--- src/rtl/controller_pkg.sv ---
// controller_pkg: shared button indices and pad-reader FSM states
// for the game pad input stage.
package controller_pkg;

    localparam int NUM_BUTTONS = 8;

    localparam int BTN_A      = 0;
    localparam int BTN_B      = 1;
    localparam int BTN_SELECT = 2;
    localparam int BTN_START  = 3;
    localparam int BTN_UP     = 4;
    localparam int BTN_DOWN   = 5;
    localparam int BTN_LEFT   = 6;
    localparam int BTN_RIGHT  = 7;

    typedef enum logic [2:0] {
        IDLE,
        LATCH,
        WAIT,
        CLK_HI,
        CLK_LO,
        DONE
    } pad_state_t;

endpackage

--- src/rtl/nes_pad_reader_sync2.sv ---
// sync2: parameterised two-flop synchroniser with a
// configurable asynchronous reset value.
module sync2 #(
    parameter int               WIDTH     = 1,
    parameter logic [WIDTH-1:0] RESET_VAL = '1
) (
    input  logic             clk,
    input  logic             reset,
    input  logic [WIDTH-1:0] d,
    output logic [WIDTH-1:0] q
);

    logic [WIDTH-1:0] meta;

    always_ff @(posedge clk or posedge reset) begin
        if (reset) begin
            meta <= RESET_VAL;
            q    <= RESET_VAL;
        end else begin
            meta <= d;
            q    <= meta;
        end
    end

endmodule

--- src/rtl/nes_pad_reader.sv ---
// nes_pad_reader: polls an NES pad, drives latch/clock, deserialises buttons.
// Define NES_PAD_EDGE_EN to add the buttons_rise newly-pressed strobe.
module nes_pad_reader
    import controller_pkg::*;
#(
    parameter int HALF_BIT = 300,
    parameter int POLL_DIV = 833_333
) (
    input  logic                   clk,
    input  logic                   reset,
    input  logic                   ctrl_data,
    output logic                   ctrl_latch,
    output logic                   ctrl_clk,
    output logic [NUM_BUTTONS-1:0] buttons,
    output logic                   buttons_valid
`ifdef NES_PAD_EDGE_EN
    ,
    output logic [NUM_BUTTONS-1:0] buttons_rise
`endif
);

    localparam int PW = $clog2(POLL_DIV);
    localparam int HW = $clog2(2 * HALF_BIT);

    localparam logic [PW-1:0] POLL_LAST  = PW'(POLL_DIV - 1);
    localparam logic [HW-1:0] LATCH_LAST = HW'(2 * HALF_BIT - 1);
    localparam logic [HW-1:0] HALF_LAST  = HW'(HALF_BIT - 1);

    logic                   data_sync;
    logic [PW-1:0]          poll_cnt;
    logic                   tick;
    pad_state_t             state;
    pad_state_t             state_n;
    logic [HW-1:0]          phase;
    logic [2:0]             bit_idx;
    logic [NUM_BUTTONS-1:0] shift;
    logic                   sample;

    sync2 #(
        .WIDTH    (1),
        .RESET_VAL(1'b1)
    ) u_sync (
        .clk  (clk),
        .reset(reset),
        .d    (ctrl_data),
        .q    (data_sync)
    );

    assign tick = (poll_cnt == POLL_LAST);

    always_ff @(posedge clk or posedge reset) begin
        if (reset) begin
            poll_cnt <= '0;
        end else if (tick) begin
            poll_cnt <= '0;
        end else begin
            poll_cnt <= poll_cnt + PW'(1);
        end
    end

    always_comb begin
        state_n = state;
        sample  = 1'b0;
        unique case (state)
            IDLE: begin
                if (tick) state_n = LATCH;
            end
            LATCH: begin
                if (phase == LATCH_LAST) state_n = WAIT;
            end
            WAIT: begin
                if (phase == HALF_LAST) begin
                    sample  = 1'b1;
                    state_n = CLK_HI;
                end
            end
            CLK_HI: begin
                if (phase == HALF_LAST) state_n = CLK_LO;
            end
            CLK_LO: begin
                if (phase == HALF_LAST) begin
                    sample  = 1'b1;
                    state_n = (bit_idx == 3'd7) ? DONE : CLK_HI;
                end
            end
            DONE: begin
                state_n = IDLE;
            end
            default: begin
                state_n = IDLE;
            end
        endcase
    end

    // Pins are decoded from the next state so they rise with the state change.
    always_ff @(posedge clk or posedge reset) begin
        if (reset) begin
            state      <= IDLE;
            phase      <= '0;
            bit_idx    <= '0;
            shift      <= '0;
            ctrl_latch <= 1'b0;
            ctrl_clk   <= 1'b0;
        end else begin
            state      <= state_n;
            ctrl_latch <= (state_n == LATCH);
            ctrl_clk   <= (state_n == CLK_HI);
            if (state_n != state || state == IDLE) begin
                phase <= '0;
            end else begin
                phase <= phase + HW'(1);
            end
            if (state == LATCH) begin
                bit_idx <= '0;
            end else if (sample) begin
                shift[bit_idx] <= data_sync;
                bit_idx        <= bit_idx + 3'd1;
            end
        end
    end

    always_ff @(posedge clk or posedge reset) begin
        if (reset) begin
            buttons       <= '0;
            buttons_valid <= 1'b0;
        end else begin
            buttons_valid <= (state == DONE);
            if (state == DONE) buttons <= ~shift;
        end
    end

`ifdef NES_PAD_EDGE_EN
    logic [NUM_BUTTONS-1:0] prev_buttons;

    always_ff @(posedge clk or posedge reset) begin
        if (reset) begin
            prev_buttons <= '0;
            buttons_rise <= '0;
        end else begin
            buttons_rise <= '0;
            if (state == DONE) begin
                buttons_rise <= ~shift & ~prev_buttons;
                prev_buttons <= ~shift;
            end
        end
    end
`endif

endmodule

--- config.mk ---
export PLATFORM = sky130hd
export DESIGN_NAME = nes_pad_reader
export DESIGN_NICKNAME = d
export VERILOG_FILES = /design/src/rtl/controller_pkg.sv /design/src/rtl/nes_pad_reader_sync2.sv /design/src/rtl/nes_pad_reader.sv
export SDC_FILE = /design/constraint.sdc
export NUM_CORES = 1
export LEC_CHECK = 0
export ABC_AREA = 1
export BUFFER_PORTS_ARGS = -buffer_cell sky130_fd_sc_hd__buf_2
export CAP_MARGIN = 20
export CORE_MARGIN = 2
export CORE_UTILIZATION = 30
export CTS_CLUSTER_DIAMETER = 100
export DETAILED_ROUTE_END_ITERATION = 6
export SLEW_MARGIN = 20
export SYNTH_ARGS = -nofsm -noshare
export SYNTH_HDL_FRONTEND = slang
export SYNTH_SLANG_ARGS = --single-unit
--- constraint.sdc ---
create_clock -name clk -period 2.9 [get_ports clk]
set_clock_uncertainty 0.15 [all_clocks]
set_input_delay 0.58 -clock clk [delete_from_list [all_inputs] [get_ports clk]]
set_output_delay 0.58 -clock clk [all_outputs]
set_load 0.02 [all_outputs]
==> results_dict.tcl <==
set metrics [dict create \
    tightest_slew_ns 0.406 \
    drc 0 \
    final_max_slew_viol_count 0 \
    nets 393 \
    htreeDepth 3 \
    synth_top_area_share_pct 43.5 \
    io_buffers 13 \
    p_leak_nw 1.65 \
    die_area_um2 11400 \
    cts.sinks 57 \
    cp-start-kind "flop" \
    gp_congestion 0.879 \
    critical_path.max_fanout 5 \
    clk_latency_ns 0.35 \
    synth_cell_types 38 \
    yosys_warnings 0 \
    ys_seq_elements 57 \
    cts.clk_slew.worst_paths_ns 0.07 \
    ant_nets 0 \
    fillerInstances 1070 \
    synth.most_common_cell "nand2_1" \
    grt_start_max_net_pins 22 \
    grt_pass1_wl_mm 11.1 \
    antenna_found_initial 0 \
    worst_r2r_path_depth 9 \
    vias 2382 \
    synth.area.top_cells "dfrtp_1 44%, nand2_1 7.1%, inv_1 5.2%" \
    r2r_end "poll_cnt[15]" \
    multi_input_area_um2 1510 \
    required_ns 2.98 \
    grt_pass1_vias 2455 \
    maxSlewHeadroom_pct 72.9 \
    cts_hold_buf 0 \
    cts-resized-gates 0 \
    die_width_um 107 \
    yosys-top-cells-count "60 x nand2_1, 55 x dfrtp_1, 44 x inv_1" \
    insertedDiodeCount 0 \
    maxCapViolCount 0 \
    wl_per_cell_um 11.8 \
    crit_arrival_ns 1.92 \
    final_layout_size_suffix_gt1_share_pct 25.9 \
    synth-main-ff-cell "dfrtp_1" \
    num_rows 37 \
    async_flop_share_pct 100 \
    status "complete, no violations" \
    netlist_area_um2 3160 \
    drt-initial-drc-count 137 \
    syn-num-nets 369 \
    setup_viol 0 \
    synth_seq_area_share_pct 45.2 \
    cts_post_setup_buffers_inserted 0 \
    ir_drop_mv 0.237 \
    timing.rr.start "poll_cnt[0]" \
    final_hold_viol_count 0 \
    viasPerCell 4.53 \
    r2r_setup_slack_ns 1.06 \
    regArea_um2 1430 \
    grtUsageTotal_pct 12.4 \
    finalWirelength_mm 6.22 \
    timing.fmax_mhz 543 \
    cts_tree "yes" \
    start_util_pct 30.8 \
    synth_area_leader_cell "dfrtp_1" \
    first_pass_iters 5 \
    dpl.hpwl_mm 4.67 \
    pin_count 14 \
    die_y_um 107 \
    period_share_pct 63.5 \
    cts_buffer_depth 2 \
    coreArea_um2 10300 \
    powerDensity_nw_per_um2 433 \
    areaGrowthSynthToFinish_pct 13.7 \
    synth_edf_count 0 \
    syn_area_per_cell_um2 8.75 \
    fin_ws_ns 1.06 \
    critPathLaunch "poll_cnt[0]" \
    holdWs_ns 0.0665 \
    crit_type "flop to flop" \
    cts-root-buf "clkbuf_8" \
    crit_end "poll_cnt[15]" \
    holdCritPathClass "primary input to async pin" \
    syn_inst 361 \
    cts_made_buffers 9 \
    rsz0062_at_grt "false" \
    dp_slack_ns 1.04 \
    overflow 0 \
    finalSetupTns_ns 0 \
    end_kind "flop" \
    min_period_ns 1.84 \
]
[worst min-delay path by stage]
stage          slack [ns]  cells after the start        to   startpoint
2_1_floorplan        0.20                      0  u_sync.q  u_sync.meta
3_3_place_gp         0.20                      0  u_sync.q  u_sync.meta
3_5_place_dp         0.20                      0  u_sync.q  u_sync.meta
4_1_cts              0.06                      2  state[1]        reset
5_1_grt              0.09                      2  state[1]        reset
6_report             0.07                      2  state[1]        reset
[critical path, stage by stage, from the launching register on]
cell and delay, ns:
dfrtp_1 0.44, inv_1 0.08, ha_1 0.17, inv_1 0.04, nor2_1 0.13, nand3_1 0.12, nor2_2 0.13, nand2_1 0.17
inv_1 0.21, nor3_1 0.09
[registers in the layout (all words and copies together) (netlist names)]
signal,flops
phase,10
u_sync.meta,1
u_sync.q,1
bit_idx,3
ctrl_latch,1
shift,8
poll_cnt,20
buttons_valid,1
buttons,8
state,3
ctrl_clk,1
[cell usage in the layout (no fill, tap or decap), drive strengths merged]
cell       n
nor3b      1
nand3     30
nor4       4
o21ai     17
o221a      1
nor3      11
a22o       2
clkinvlp   3
inv       50
buf       15
bufinv     1
nor2      63
dfrtp     55
nand3b     2
nand2     74
clkinv     6
xnor2      2
a21oi      4
nand4     12
clkbuf     9
ha         5
dfstp      2
xor2      12
o21a       9
[through the flow]
step	power (mW)	util [%]	std cells	area, µm²
floorplan	0.825	-	361	3160
global placement	0.834	33.1	510	3400
detailed placement	0.835	33.1	510	3400
CTS	1.58	35.0	526	3590
global route	1.62	35.0	526	3590
finish	1.56	35.0	526	3590
[metal layers]
metal | GRT usage [%] | part of all wire, % | up-vias
met5 | 0 | 0 | -
met4 | 5.10 | 2.3 | 0
met3 | 4.44 | 4.5 | 11
met2 | 19.9 | 47 | 56
met1 | 15.1 | 46 | 1104
li1 | - | - | 1211
[layout make-up]
cell class | instances | area share, %
clock buffer | 9 | 3.45
clock inverter | 7 | 1.98
inverter | 53 | 5.81
multi-input combinational | 249 | 42.0
sequential | 57 | 39.8
tap | 136 | 4.74
timing repair buffer | 15 | 2.23
[power by group]
part / internal [mW] / total, mW / switching [mW]
clock: 0.394 / 0.736 / 0.343
combinational: 0.00295 / 0.0206 / 0.0177
sequential: 0.797 / 0.798 / 0.000565
[logic make-up after synthesis]
logic type / share of synthesized area, %
AO/OA/AOI/OAI: 6.73
XOR/XNOR: 3.88
adder cells (fa/ha/maj): 1.98
buffers and inverters: 7.01
flip-flops: 45.2
AND/OR/NAND/NOR: 35.2
No activity file was read; power rests on OpenSTA's default activity.
